### src/rtl/serial_frame_tx.sv
// -----------------------------------------------------------------------------
// serial_frame_tx
//   Parallel-to-serial frame transmitter. One WIDTH-bit word is accepted per
//   valid/ready handshake and sent on a single registered line as a start bit
//   '1', WIDTH data bits, then a return to '0'. After the frame the line stays
//   low for GAP extra cycles before a new word can be accepted. The idle level
//   '0' matches the reset value of the serial flip-flop pipeline this drives.
//
// Ports
//   clk          in   1      clock, all state on rising edge
//   async_reset  in   1      asynchronous, active-high reset
//   in_data      in   WIDTH  word to send, sampled only on the accept edge
//   in_valid     in   1      source has a word
//   in_ready     out  1      block can accept (state is IDLE)
//   tx_serial    out  1      registered serial line
//   busy         out  1      frame or gap in progress (state is not IDLE)
//   frame_done   out  1      one-cycle pulse in the cycle tx_serial returns to 0
// -----------------------------------------------------------------------------
module serial_frame_tx #(
    parameter int WIDTH     = 8,
    parameter int GAP       = 1,
    parameter bit MSB_FIRST = 1'b1
) (
    input  logic             clk,
    input  logic             async_reset,
    input  logic [WIDTH-1:0] in_data,
    input  logic             in_valid,
    output logic             in_ready,
    output logic             tx_serial,
    output logic             busy,
    output logic             frame_done
);

    localparam int BCNT_W = (WIDTH > 1) ? $clog2(WIDTH) : 1;
    localparam int GCNT_W = (GAP > 1) ? $clog2(GAP) : 1;

    localparam logic [BCNT_W-1:0] BCNT_LAST = BCNT_W'(WIDTH - 1);
    // With GAP == 0 the GAP state is unreachable, so this value is never used.
    localparam logic [GCNT_W-1:0] GCNT_LAST = GCNT_W'((GAP > 0) ? GAP - 1 : 0);

    localparam logic [1:0] S_IDLE = 2'd0;
    localparam logic [1:0] S_DATA = 2'd1;
    localparam logic [1:0] S_STOP = 2'd2;
    localparam logic [1:0] S_GAP  = 2'd3;

    logic [1:0]        state_q, state_d;
    logic [WIDTH-1:0]  shreg_q, shreg_d;
    logic [BCNT_W-1:0] bcnt_q,  bcnt_d;
    logic [GCNT_W-1:0] gcnt_q,  gcnt_d;
    logic              tx_q,    tx_d;
    logic              done_q,  done_d;

    logic              next_bit;
    logic [WIDTH-1:0]  shreg_shifted;

    // Bit order is fixed at elaboration: take the outgoing end of the shift
    // register and move the remaining bits toward it.
    assign next_bit      = MSB_FIRST ? shreg_q[WIDTH-1] : shreg_q[0];
    assign shreg_shifted = MSB_FIRST ? (shreg_q << 1) : (shreg_q >> 1);

    always_comb begin
        state_d = state_q;
        shreg_d = shreg_q;
        bcnt_d  = bcnt_q;
        gcnt_d  = gcnt_q;
        tx_d    = tx_q;
        done_d  = 1'b0;

        case (state_q)
            S_IDLE: begin
                tx_d = 1'b0;
                if (in_valid) begin
                    shreg_d = in_data;
                    tx_d    = 1'b1;
                    bcnt_d  = '0;
                    state_d = S_DATA;
                end
            end

            S_DATA: begin
                tx_d    = next_bit;
                shreg_d = shreg_shifted;
                // Hold on the last bit instead of incrementing so the counter
                // never wraps, even when WIDTH is a power of two.
                if (bcnt_q == BCNT_LAST) begin
                    state_d = S_STOP;
                end else begin
                    bcnt_d = bcnt_q + BCNT_W'(1);
                end
            end

            S_STOP: begin
                tx_d   = 1'b0;
                done_d = 1'b1;
                if (GAP > 0) begin
                    gcnt_d  = '0;
                    state_d = S_GAP;
                end else begin
                    state_d = S_IDLE;
                end
            end

            S_GAP: begin
                tx_d = 1'b0;
                if (gcnt_q == GCNT_LAST) begin
                    state_d = S_IDLE;
                end else begin
                    gcnt_d = gcnt_q + GCNT_W'(1);
                end
            end

            default: begin
                tx_d    = 1'b0;
                state_d = S_IDLE;
            end
        endcase
    end

    // Reset is asynchronous so an aborted frame drops the line at once,
    // not on the next clock edge.
    always_ff @(posedge clk or posedge async_reset) begin
        if (async_reset) begin
            state_q <= S_IDLE;
            shreg_q <= '0;
            bcnt_q  <= '0;
            gcnt_q  <= '0;
            tx_q    <= 1'b0;
            done_q  <= 1'b0;
        end else begin
            state_q <= state_d;
            shreg_q <= shreg_d;
            bcnt_q  <= bcnt_d;
            gcnt_q  <= gcnt_d;
            tx_q    <= tx_d;
            done_q  <= done_d;
        end
    end

    assign in_ready   = (state_q == S_IDLE);
    assign busy       = (state_q != S_IDLE);
    assign tx_serial  = tx_q;
    assign frame_done = done_q;

endmodule
### config.mk
export PLATFORM = sky130hd
export DESIGN_NAME = serial_frame_tx
export DESIGN_NICKNAME = d
export VERILOG_FILES = /design/src/rtl/serial_frame_tx.sv
export SDC_FILE = /design/constraint.sdc
export NUM_CORES = 1
export LEC_CHECK = 0
export CAP_MARGIN = 20
export CORE_MARGIN = 2
export CORE_UTILIZATION = 45
export DETAILED_ROUTE_END_ITERATION = 10
export GPL_TIMING_DRIVEN = 0
export PLACE_DENSITY_LB_ADDON = 0.1
export SLEW_MARGIN = 15
export SYNTH_ARGS = -nofsm -noshare
export SYNTH_HDL_FRONTEND = slang
export SYNTH_SLANG_ARGS = --single-unit
### constraint.sdc
create_clock -name clk -period 2.8 [get_ports clk]
set_clock_uncertainty 0.15 [all_clocks]
set_input_delay 0.7 -clock clk [delete_from_list [all_inputs] [get_ports clk]]
set_output_delay 0.7 -clock clk [all_outputs]
set_load 0.05 [all_outputs]
==> results of run 1 <==
[flip-flops by register name, summed over array words and instances, names as in the netlist]
name / flops
frame_done: 1
tx_serial: 1
bcnt_q: 3
shreg_q: 8
state_q: 2
[report_power, final]
part           internal (mW)  total, mW  leakage, nW  switching, mW
combinational          0.317      0.681        0.259          0.363
clock                 0.0530      0.125       0.0177         0.0721
sequential             0.318      0.377        0.188         0.0593
[synthesized netlist by cell type (all sizes together)]
cell type,count,area [um^2]
inv,5,18.8
nor2,2,7.51
dfrtp,15,375
o211ai,1,7.51
o221a,2,22.5
o21ai,5,25.0
a221o,5,50.1
nand3,3,15.0
a21oi,4,23.8
mux2i,3,33.8
nand2,6,22.5
a22o,2,17.5
or2,2,12.5
and2,3,18.8
buf,4,32.5
nor2b,3,33.8
a32oi,1,8.76
mux2,1,11.3
ha,6,75.1
and3,1,6.26
nand2b,5,31.3
[kinds of logic after synthesis]
kind of cell	count (synthesis)	synth area share (%)
AO/OA/AOI/OAI	20	18.3
adder cells (fa/ha/maj)	6	8.84
buffers and inverters	9	6.04
flip-flops	15	44.2
multiplexers	4	5.30
AND/OR/NAND/NOR	25	17.4
[worst min-delay path by stage]
stage	from	to
after floorplan	shreg_q[0]	shreg_q[0]
after global placement	shreg_q[2]	shreg_q[3]
after detailed placement	shreg_q[2]	shreg_q[3]
after CTS	shreg_q[2]	shreg_q[3]
after global routing	shreg_q[2]	shreg_q[3]
final	shreg_q[2]	shreg_q[3]
[layer usage]
| layer | vias up | wire [um] | global-route usage, % |
|---|---|---|---|
| li1 | 314 | - | - |
| met1 | 313 | 734 | 23.1 |
| met2 | 20 | 763 | 27.6 |
| met3 | 2 | 99 | 5.66 |
| met4 | 0 | 12 | 3.33 |
| met5 | - | 0 | 0 |
[metrics by stage]
step	hold slack [ps]	cells	util [%]
after floorplan	320	79	-
after global placement	329	117	57.9
after detailed placement	346	117	57.9
after CTS	362	121	59.4
after global routing	384	121	59.4
final	356	121	59.4
[cell type report]
| type | count | share of cell area, % |
|---|---|---|
| multi-input combinational | 55 | 40.8 |
| sequential | 15 | 36.2 |
| timing repair buffer | 13 | 12.4 |
| buffer | 4 | 3.14 |
| tap | 25 | 3.02 |
| clock buffer | 3 | 2.17 |
| inverter | 5 | 1.81 |
| clock inverter | 1 | 0.483 |
==> flow_summary_export.csv, run 1 <==
group,metric,value,unit
run_status,status,"finished, final reports clean",
floorplanning,die_h,47.5,um
timing,rsz0062_at_grt,"no",
route,remaining_drc_errors,0,
critical_path,cp_num_cells,3,
timing,fin_tns_setup,0,ps
placed_design,place_area,1010,um^2
layout,nets,114,
synthesis,avgSynthCellArea,10.8,um^2
clock_tree,cts.sinks,15,
floorplanning,core.rowCount,15,
clock_tree,cts-hold-fix-buffers,0,
critical_path,path_max_fanout,4,
run,max_cap_violations,0,
layout,ff_latch_area,375,um^2
layout,diodes,0,
layout,layout_commonest_cell,"dfrtp_1",
global_route,grt_max_degree,16,
critical_path,end_kind,"output pin",
synthesis,ys_seq_elements,15,
route,routed-via-count,649,
clock_tree,root_buffer,"clkbuf_4",
layout,fillers,167,
power_and_ir_drop,p_leak,0.465,nW
layout,multi_input_area,423,um^2
placed_design,place_congestion,0.729,
placed_design,io_buffers,13,
timing,final_hold_viol_count,0,
timing,period_minus_slack,2660,ps
critical_path,startpoint,"state_q[0]",
synthesis,ys_warn_count,0,
route,ant_nets,0,
layout,final_cell_mix,"dfrtp_1, clkdlybuf4s50_1, nand2_1, ha_1",
critical_path,r2r-end,"state_q[1]",
critical_path,path_class,"reg2out",
global_route,grt_pass1_vias,599,
critical_path,r2r_setup_slack,960,ps
floorplanning,initial_core_util,48.7,%
synthesis,syn_nets,96,
timing,max_freq,376,MHz
hold_path,min_path_cells,1,
timing,slew_headroom,62.3,%
floorplanning,core,1750,um^2
timing,setup_viol,0,
synthesis,seq_area_frac_synth,44.2,%
timing,slew_viol_final,0,
clock_tree,clkLatencyLatePin,280,ps
placed_design,hpwl,1210,um
critical_path,reg2reg_from,"state_q[0]",
clock_tree,cts_tree,"yes",
layout,postLayoutCellArea,1040,um^2
critical_path,critical_path.top_delay_family,"buffers and inverters",
critical_path,critPathBufInv,2,
route,wl,1610,um
global_route,grt_pass1_wl,2670,um
route,drtPass1Iterations,4,
hold_path,holdCritPathClass,"reg2reg",
floorplanning,ioPinCount,15,
layout,synthToLayoutAreaGrowth,22.1,%
floorplanning,die_x,47.5,um
global_route,overflow,0,
synthesis,syn_inst,79,
synthesis,yosys.cell_types.count,27,
power_and_ir_drop,power,1.18,mW
timing,tightest_slew,564,ps
critical_path,cpMaxStageDelayCell,"clkdlybuf4s50_1",
route,drt_iter0_markers,6,
clock_tree,cts.path.max_buffers,2,
clock_tree,ctsResizeCount,1,
power_and_ir_drop,worst_ir_drop_vdd,0.643,mV
clock_tree,cts_post_setup_buffers_inserted,0,
placed_design,dp_slack,271,ps
global_route,antenna_found_initial,0,
layout,drive_gt1_share,15.6,%
clock_tree,path_clk_slew,100,ps
critical_path,reg2reg_depth,7,
critical_path,start_kind,"flip-flop",
global_route,grt_usage,17.2,%
clock_tree,ctsHtreeMaxLevel,1,
timing,setup_ws,137,ps
critical_path,worstPathRequired,1950,ps
critical_path,crit_arrival,1810,ps
floorplanning,die-area,2250,um^2
synthesis,netlist_area,850,um^2
timing,period_share,95.1,%
critical_path,crit_end,"in_ready",
critical_path,cp_cell_sequence,"inv_1 > ha_1 > clkdlybuf4s50_1",
route,viasPerCell,5.36,
critical_path,critPathMaxStageDelay,810,ps
power_and_ir_drop,p_per_area,1140,nW/um^2
clock_tree,cts_buffers,3,
route,drt-wirelength-per-cell,13.3,um
(Power assumes the default switching activity.)
==> run 2: changes to the inputs <==
PLACE_DENSITY = 0.7   (was not set)
PLACE_DENSITY_LB_ADDON = not set   (was 0.1)
RECOVER_POWER = 25   (was not set)
clock period = 2.73 ns   (was 2.8 ns; I/O delays follow)
==> run 2 against run 1 <==
Sequential cell count is the same. Sequential share of layout area is the same. Via count shrank 0.62%. Total power grew 2.1%. Non-clock buffer count is the same. Sequential power grew 3%. Clock power is essentially flat. Largest cell class unchanged. Largest power group unchanged.
==> flow_summary_export.csv, run 2 (synthesized netlist as in run 1, its figures left out) <==
group,metric,value,unit
clock_tree,root_buffer,"clkbuf_4",
clock_tree,cts.sinks,15,
power_and_ir_drop,worst_ir_drop_vdd,0.776,mV
critical_path,cp_cell_sequence,"inv_1 > ha_1 > clkdlybuf4s50_1",
timing,setup_viol,0,
layout,regMostFlops,"shreg_q",
layout,postLayoutCellArea,1040,um^2
power_and_ir_drop,power,1.21,mW
floorplanning,initial_core_util,48.7,%
timing,slew_headroom,63.0,%
global_route,grt_pass1_vias,614,
floorplanning,core.rowCount,15,
hold_path,holdCritPathClass,"reg2reg",
critical_path,path_class,"reg2out",
critical_path,end_kind,"output pin",
floorplanning,die_h,47.5,um
route,viasPerCell,5.33,
timing,slew_viol_final,0,
clock_tree,cts.path.max_buffers,2,
clock_tree,clkLatencyLatePin,280,ps
global_route,overflow,0,
critical_path,critPathMaxStageDelay,810,ps
timing,period_share,96.2,%
clock_tree,ctsHtreeMaxLevel,1,
route,wl,1590,um
global_route,antenna_found_initial,0,
timing,period_minus_slack,2630,ps
timing,final_hold_viol_count,0,
power_and_ir_drop,intPower,0.706,mW
power_and_ir_drop,seq_power_share,32.1,%
layout,diodes,0,
route,routed-via-count,645,
critical_path,start_kind,"flip-flop",
power_and_ir_drop,p_leak,0.465,nW
power_and_ir_drop,p_comb_share,57.6,%
run_status,status,"finished, final reports clean",
power_and_ir_drop,power.switching,0.502,mW
timing,tightest_slew,555,ps
layout,nets,114,
critical_path,cpMaxStageDelayCell,"clkdlybuf4s50_1",
route,drt-wirelength-per-cell,13.2,um
critical_path,crit_arrival,1790,ps
route,ant_nets,0,
clock_tree,path_clk_slew,90,ps
critical_path,path_max_fanout,3,
route,drtPass1Iterations,4,
clock_tree,cts_buffers,3,
clock_tree,cts_tree,"yes",
run,max_cap_violations,0,
placed_design,hpwl,1210,um
layout,synthToLayoutAreaGrowth,22.1,%
floorplanning,core,1750,um^2
timing,fin_tns_setup,0,ps
route,remaining_drc_errors,0,
clock_tree,cts_post_setup_buffers_inserted,0,
timing,max_freq,381,MHz
route,drt_iter0_markers,16,
layout,drive_gt1_share,15.6,%
layout,final_util,59.4,%
global_route,grt_max_degree,16,
critical_path,worstPathRequired,1900,ps
floorplanning,die-area,2250,um^2
placed_design,place_area,1010,um^2
power_and_ir_drop,swShare,41.6,%
global_route,grt_pass1_wl,2700,um
layout,largest_reg_flops,8,
placed_design,place_congestion,0.798,
power_and_ir_drop,pwr-share-clk,10.3,%
timing,rsz0062_at_grt,"no",
layout,top_regs,"shreg_q x8, bcnt_q x3, state_q x2",
layout,layout_commonest_cell,"dfrtp_1",
floorplanning,ioPinCount,15,
floorplanning,die_x,47.5,um
global_route,grt_usage,17.5,%
placed_design,io_buffers,13,
layout,final_cell_mix,"dfrtp_1, clkdlybuf4s50_1, nand2_1, ha_1",
power_and_ir_drop,p_per_area,1160,nW/um^2
[run 2: per-layer routing]
metal	wire length (um)	GRT usage (%)	vias to the layer above
li1	-	-	315
met1	741	24.9	306
met2	745	27.3	20
met3	78	2.26	4
met4	28	6.67	0
met5	0	0	-
[run 2: power by group through the flow]
stage,clock (mW),combinational [mW],sequential [mW]
final,0.124,0.696,0.387
after global routing,0.140,0.757,0.404
after CTS,0.129,0.704,0.387
after detailed placement,0,0.708,0.392
after global placement,0,0.692,0.389
after floorplan,0,0.517,0.414
[run 2: final cells by class]
type,count,area (um^2)
inverters,5,18.8
well taps,25,31.3
plain buffers,4,32.5
clock inverters,1,5.00
repair buffers,13,129
clock buffers,3,22.5
fillers,157,708
flip-flops and latches,15,375
multi-input cells,55,423
[run 2: path summary, 6_finish.rpt]
path | start | endpoint | slack (ps) | cells past startpoint
max | state_q[1] | in_ready | 100 | 3
min | shreg_q[3] | shreg_q[4] | 370 | 1
max reg2reg | state_q[1] | state_q[1] | 910 | 7
min reg2reg | shreg_q[3] | shreg_q[4] | 370 | 1
max in group asynchronous | async_reset | state_q[0] | 1330 | 2
min in group asynchronous | async_reset | shreg_q[3] | 720 | 2
[run 2: critical path, delay by kind of cell (launching register included)]
kind	cells	cell delay, ps
fa+ha+maj	1	190
flops	1	400
buf+inv	2	910
[run 2: timing repair]
action,in CTS,in global routing
endpoints found under the setup margin,1,0
resized for setup,1,0
hold buffers,0,0
[run 2: stage by stage]
| stage | std cells | hold WS [ps] | setup slack, ps |
|---|---|---|---|
| global placement | 117 | 340 | 198 |
| CTS | 121 | 372 | 83.3 |
| floorplan | 79 | 320 | 524 |
| detailed placement | 117 | 353 | 204 |
| global route | 121 | 403 | 35.9 |
| finish | 121 | 370 | 103 |
